`config.mk`:
```
export PLATFORM = sky130hd
export DESIGN_NAME = iwrr_client_bank
export DESIGN_NICKNAME = d
export VERILOG_FILES = /design/src/rtl/iwrr_pkg.sv /design/src/rtl/iwrr_client_fifo.sv /design/src/rtl/iwrr_client_bank.sv
export SDC_FILE = /design/constraint.sdc
export NUM_CORES = 1
export LEC_CHECK = 0
export CAP_MARGIN = 20
export CORE_MARGIN = 8
export CORE_UTILIZATION = 35
export DETAILED_ROUTE_END_ITERATION = 10
export HOLD_SLACK_MARGIN = 0.1
export PLACE_DENSITY = 0.53
export SETUP_SLACK_MARGIN = 0.2
export SLEW_MARGIN = 10
export SYNTH_ARGS = -nofsm -noshare
export SYNTH_HDL_FRONTEND = slang
export SYNTH_HIERARCHICAL = 1
export SYNTH_SLANG_ARGS = --single-unit
```
`constraint.sdc`:
```
create_clock -name clk -period 3.4 [get_ports clk]
set_input_delay 1.02 -clock clk [delete_from_list [all_inputs] [get_ports clk]]
set_output_delay 1.02 -clock clk [all_outputs]
set_load 0.01 [all_outputs]
```
`src/rtl/iwrr_pkg.sv`:
```
// Shared types and constants for the IWRR client bank: FSM state encoding,
// default configuration and the width helpers derived from it.
package iwrr_pkg;

  localparam int DEF_REQUESTER_NUM = 3;
  localparam int DEF_DATA_W        = 32;
  localparam int DEF_FIFO_DEPTH    = 4;

  // Width of an index into n items; never narrower than one bit.
  function automatic int clog2_min1(input int n);
    return (n <= 2) ? 1 : $clog2(n);
  endfunction

  localparam int REQ_NUM_W = clog2_min1(DEF_REQUESTER_NUM);
  localparam int PTR_W     = clog2_min1(DEF_FIFO_DEPTH);

  typedef enum logic [2:0] {
    ST_IDLE      = 3'd0,
    ST_SEND      = 3'd1,
    ST_RELEASE   = 3'd2,
    ST_WAIT_DROP = 3'd3,
    ST_CAPTURE   = 3'd4
  } state_e;

endpackage

```
`src/rtl/iwrr_client_fifo.sv`:
```
// Per-requester FIFO: power-of-two depth, wrap-bit pointers, combinational head.
// A push into a full FIFO is refused even if the same cycle pops it.
module iwrr_client_fifo
  import iwrr_pkg::*;
#(
  parameter int DATA_W = DEF_DATA_W,
  parameter int DEPTH  = DEF_FIFO_DEPTH
) (
  input  logic              clk,
  input  logic              rst,
  input  logic              push,
  input  logic [DATA_W-1:0] push_data,
  input  logic              pop,
  output logic [DATA_W-1:0] head,
  output logic              full,
  output logic              empty
);

  localparam int AW = clog2_min1(DEPTH);
  localparam logic [AW:0] PTR_ONE = {{AW{1'b0}}, 1'b1};

  logic [DATA_W-1:0] mem [DEPTH];
  logic [AW:0]       wr_ptr;
  logic [AW:0]       rd_ptr;
  logic              do_push;
  logic              do_pop;

  // The extra top bit distinguishes a full lap from an empty FIFO.
  assign empty   = (wr_ptr == rd_ptr);
  assign full    = (wr_ptr[AW] != rd_ptr[AW]) && (wr_ptr[AW-1:0] == rd_ptr[AW-1:0]);
  assign do_push = push & ~full;
  assign do_pop  = pop & ~empty;
  assign head    = mem[rd_ptr[AW-1:0]];

  // NOTE: state updates use <= so every register samples pre-edge values.
  always_ff @(posedge clk) begin
    if (rst) begin
      wr_ptr <= '0;
      rd_ptr <= '0;
    end else begin
      if (do_push) wr_ptr <= wr_ptr + PTR_ONE;
      if (do_pop)  rd_ptr <= rd_ptr + PTR_ONE;
    end
  end

  // NOTE: storage is deliberately not reset; the pointers alone define validity.
  always_ff @(posedge clk) begin
    if (do_push) mem[wr_ptr[AW-1:0]] <= push_data;
  end

endmodule

```
`src/rtl/iwrr_client_bank.sv`:
```
// Client side of an IWRR arbiter: per-channel FIFOs, request generation and a
// grant-driven single-entry transfer FSM. Option: IWRR_CLIENT_OUT_REG_EN.
module iwrr_client_bank
  import iwrr_pkg::*;
#(
  parameter int P_REQUESTER_NUM = DEF_REQUESTER_NUM,
  parameter int P_DATA_W        = DEF_DATA_W,
  parameter int P_FIFO_DEPTH    = DEF_FIFO_DEPTH,
  localparam int ID_W           = clog2_min1(P_REQUESTER_NUM)
) (
  input  logic                            clk,
  input  logic                            rst,
  input  logic [P_REQUESTER_NUM-1:0]      in_valid,
  output logic [P_REQUESTER_NUM-1:0]      in_ready,
  input  logic [P_REQUESTER_NUM*P_DATA_W-1:0] in_data,
  output logic [P_REQUESTER_NUM-1:0]      request,
  input  logic [P_REQUESTER_NUM-1:0]      grant_valid,
  output logic                            grant_ready,
  output logic                            out_valid,
  input  logic                            out_ready,
  output logic [P_DATA_W-1:0]             out_data,
  output logic [ID_W-1:0]                 out_src_id,
  output logic                            proto_err
);

  localparam logic [P_REQUESTER_NUM-1:0] VEC_ONE = {{(P_REQUESTER_NUM-1){1'b0}}, 1'b1};

  logic [P_DATA_W-1:0]        head [P_REQUESTER_NUM];
  logic [P_REQUESTER_NUM-1:0] full;
  logic [P_REQUESTER_NUM-1:0] empty;
  logic [P_REQUESTER_NUM-1:0] pop;

  state_e          state_q, state_d;
  logic [ID_W-1:0] gidx_q, gidx_d;
  logic [ID_W-1:0] grant_idx;
  logic            grant_none;
  logic            grant_multi;
  logic            pop_en;
  logic            err_set;
  logic            err_q;

  for (genvar i = 0; i < P_REQUESTER_NUM; i++) begin : g_ch
    iwrr_client_fifo #(
      .DATA_W (P_DATA_W),
      .DEPTH  (P_FIFO_DEPTH)
    ) u_fifo (
      .clk       (clk),
      .rst       (rst),
      .push      (in_valid[i]),
      .push_data (in_data[i*P_DATA_W +: P_DATA_W]),
      .pop       (pop[i]),
      .head      (head[i]),
      .full      (full[i]),
      .empty     (empty[i])
    );
    assign pop[i] = pop_en && (gidx_q == ID_W'(i));
  end

  // Requests come purely from registered FIFO state, never from grant_valid.
  assign in_ready = ~full;
  assign request  = ~empty;

  assign grant_none  = (grant_valid == '0);
  assign grant_multi = |(grant_valid & (grant_valid - VEC_ONE));

  always_comb begin
    grant_idx = '0;
    for (int i = 0; i < P_REQUESTER_NUM; i++) begin
      if (grant_valid[i]) grant_idx = ID_W'(i);
    end
  end

  // NOTE: every output of this block gets a default first, so no latches form.
  always_comb begin
    state_d = state_q;
    gidx_d  = gidx_q;
    err_set = 1'b0;
    pop_en  = 1'b0;
    case (state_q)
      ST_IDLE: begin
        if (grant_multi) begin
          err_set = 1'b1;
        end else if (!grant_none) begin
          gidx_d = grant_idx;
          if (empty[grant_idx]) begin
            err_set = 1'b1;
            state_d = ST_RELEASE;
          end else begin
`ifdef IWRR_CLIENT_OUT_REG_EN
            state_d = ST_CAPTURE;
`else
            state_d = ST_SEND;
`endif
          end
        end
      end
`ifdef IWRR_CLIENT_OUT_REG_EN
      ST_CAPTURE: begin
        pop_en  = 1'b1;
        state_d = ST_SEND;
      end
`endif
      ST_SEND: begin
        if (out_ready) begin
`ifndef IWRR_CLIENT_OUT_REG_EN
          pop_en = 1'b1;
`endif
          state_d = ST_RELEASE;
        end
      end
      ST_RELEASE:   state_d = ST_WAIT_DROP;
      ST_WAIT_DROP: if (grant_none) state_d = ST_IDLE;
      default:      state_d = ST_IDLE;
    endcase
  end

  always_ff @(posedge clk) begin
    if (rst) begin
      state_q <= ST_IDLE;
      gidx_q  <= '0;
      err_q   <= 1'b0;
    end else begin
      state_q <= state_d;
      gidx_q  <= gidx_d;
      if (err_set) err_q <= 1'b1;
    end
  end

  assign out_valid   = (state_q == ST_SEND);
  assign grant_ready = (state_q == ST_RELEASE);
  assign out_src_id  = gidx_q;
  assign proto_err   = err_q;

`ifdef IWRR_CLIENT_OUT_REG_EN
  logic [P_DATA_W-1:0] out_q;

  always_ff @(posedge clk) begin
    if (rst) begin
      out_q <= '0;
    end else if (pop_en) begin
      out_q <= head[gidx_q];
    end
  end

  assign out_data = out_q;
`else
  // Head is only meaningful while sending; keep the bus quiet otherwise.
  assign out_data = out_valid ? head[gidx_q] : '0;
`endif

endmodule

```
==> reports/results.txt, run 1 <==
# hold bufs at CTS - 0
Tot GR Track Use - 0.154
failing checks - setup timing
DR WL/cell - 24.4 um
Max Used Layer - met5
via density per instance - 5.17
period utilization - 1.01
I/O pins - 148
DP HPWL - 27700 um
Nets - 1255
number of global-route vias before repair - 9606
row count - 80
Final Skew - 11.9 ps
Final setup viols - 3
Sum Neg Setup Slack - -61.4 ps
Initial Utilization - 0.354
router iterations before antenna repair - 5
Finished Layout Cells - 1782
Slew @ Worst Pin - 570 ps
RSZ-0062 raised after global routing - yes
count leader, synth - edfxtp_1
total vias in the final route - 9215
initial antenna violation count - 10
synthesized area - 16900 sq um
Power Total - 13.4 mW
Critical R2R Capture - g_ch[2].u_fifo/rd_ptr[2]$_SDFFE_PP0P_
hold slack final - 488 ps
Pleak - 6.94 nW
Slew Limit Fails - 0
die area - 55600 sq um
setup ws final - -29.0 ps
Fmax - 0.292 GHz
top cells by count, synth - 384 x edfxtp_1, 96 x mux4_2, 52 x nand2_1
CP arrival - 2410 ps
placed cell count - 1677
Routed Antenna Nets - 0
pwr dens - 624 nW/um^2
clock latency on the worst-skew pair - 560 ps
Placer Congestion - 0.758
Seq. cell area - 12100 sq um
share of layout cells above drive strength 1 - 0.262
critical path class - reg2out
minimum clock period after layout - 3430 ps
Synth Instances - 913
CTS tree - done
met3 wire len - 2610 um
HP Class - reg2reg
Finished Core Util - 0.450
CP Launch Type - register
total of max-cap violations - 0
Max-slew headroom - 0.620
DR WL met2 - 20800 um
first-pass GRT wire length - 63900 um
Worst VDD drop - 0.302 mV
Synth area leader - edfxtp_1
FFs w/ async S/R, synth - 0
final hold vios - 0
M1 WL - 18800 um
hold_sp - proto_err$_SDFFE_PP0P_
pin count of the biggest net entering global routing - 39
Yosys reg bits - 413
status - finished, violations left
CTS H-tree lvls - 2
share of the synthesized area in the top cell type - 0.682
grt total ovfl - 0
reg-to-reg slack, setup - 1280 ps
Crit Reg-Reg Startpoint - state_q[1]$_SDFFE_PP0P_
sequential fraction of the synthesis area - 0.716
root buf cell - clkbuf_16
Buffers on Ports - 147
number of synthesized flops with an enable pin - 384
Num CTS Buffers - 45
Avg Cell Area, Syn - 18.5 sq um
Multi-input gate area - 4560 sq um
1st-iter DRT viols - 579
ys flop type - edfxtp_1
YS warnings - 6
syn_nets - 1038
clock transition at the registers of the reported paths - 60 ps
worst-case hold path end point - proto_err$_SDFFE_PP0P_
area grow syn2layout - 27.0%
Critical Path RT - 2380 ps
Filler cells - 4125
Distinct cells, synth - 42
FF-to-FF path depth - 9
hold path depth - 2
synth top area cells - edfxtp_1 68%, mux4_2 13%, dfxtp_1 3.4%
# clock sinks - 413
die height - 236 um
Crit Path Max Fanout - 5
Total Wirelength - 43500 um
Critical Path Sink Type - output pin
Die Wd - 236 um
drt drc - 0
clock tree buffer depth - 3
core region area - 47700 sq um
[through the flow]
step	cell area [sq um]	setup slack, ps
2_1_floorplan	16900	766
3_3_place_gp	19600	185
3_5_place_dp	19600	182
4_1_cts	21400	-79.5
5_1_grt	21500	-151
6_report	21500	-29.0
[worst max-delay path, stage by stage, from the launching register on]
cell     delay [ps]
dfxtp_4         370
buf_12          130
buf_12          120
buf_16          120
buf_6           100
mux4_2          470
mux2i_1         170
o21ai_1          70
and2_1          150
buf_2           130
[cells by family (layout without fill, tap and decap cells)]
logic type,after synthesis,after routing,synth area share
and+or+nand+nor,157,157,0.0501
DFF,413,413,0.716
xor gates and xnor gates,19,19,0.00984
muxes,130,130,0.148
AOI/OAI and AO/OA,103,103,0.0378
adders and majority gates,20,20,0.0148
buffers and inverters,71,322,0.0231
other,0,3,0
[report_power, final]
group	leakage [nW]	internal (mW)	switching, mW
clock	0.702	2.86	1.91
combinational	2.47	1.17	1.30
sequential	3.77	6.03	0.130
total	6.94	10.1	3.34
[layout by cell type (no fill, tap or decap), drive strengths merged, types with 5 or more instances in the layout]
master / count
ha: 20
nand3: 9
xor2: 10
nor3b: 16
clkdlybuf4s50: 113
nand3b: 5
nand2: 52
o211ai: 15
inv: 23
mux2i: 33
o21ai: 47
mux4: 96
clkinv: 15
edfxtp: 384
and2: 41
buf: 101
nand4: 6
clkbuf: 62
xnor2: 9
a31oi: 14
a211o: 7
dfxtp: 29
nor2: 11
a21oi: 10
a41oi: 6
[worst max-delay path by stage]
| stage | startpoint | end | slack, ps |
|---|---|---|---|
| 2_1_floorplan | register | out_data[21] | 770 |
| 6_report | register | out_data[3] | -30 |
| 4_1_cts | register | out_data[2] | -80 |
| 3_3_place_gp | register | out_data[30] | 180 |
| 3_5_place_dp | register | out_data[30] | 180 |
| 5_1_grt | register | out_data[2] | -150 |
[what timing repair did]
item,CTS,global route
pin swaps,30,4
setup buffers,13,0
setup endpoints to repair,36,38
gates cloned,7,1
resized for setup,189,21
[flip-flops by register name, indices dropped and copies added, names as in the netlist, named ones only]
| register | flops |
|---|---|
| out_src_id | 2 |
| g_ch.u_fifo/rd_ptr | 9 |
| g_ch.u_fifo/wr_ptr | 9 |
| state_q | 2 |
| g_ch.u_fifo/mem | 384 |
| proto_err | 1 |
[routing by layer]
metal	vias up	GRT usage
li1	4114	-
met5	-	0
met4	6	0.0482
met1	4770	0.202
met3	78	0.0413
met2	247	0.250
[layout make-up]
cell class                      instances  share of cell area
Sequential cell                       413               0.565
Multi-Input combinational cell        429               0.213
Timing Repair Buffer                  219               0.115
Clock buffer                           61              0.0582
Tap cell                              615              0.0358
Clock inverter                         20             0.00903
Inverter                               22             0.00385
Antenna cell                            3            0.000350
No activity file was read; power rests on OpenSTA's default activity.
==> run 2, diff against run 1 <==
--- a/config.mk
+++ b/config.mk
@@ -8,6 +8,7 @@
 export CAP_MARGIN = 20
 export CORE_MARGIN = 8
 export CORE_UTILIZATION = 35
+export CTS_CLUSTER_DIAMETER = 150
 export DETAILED_ROUTE_END_ITERATION = 10
 export HOLD_SLACK_MARGIN = 0.1
 export PLACE_DENSITY = 0.53
==> results of run 2 <==
Same layout as run 1: the final DEF is identical, and so are final timing and power.
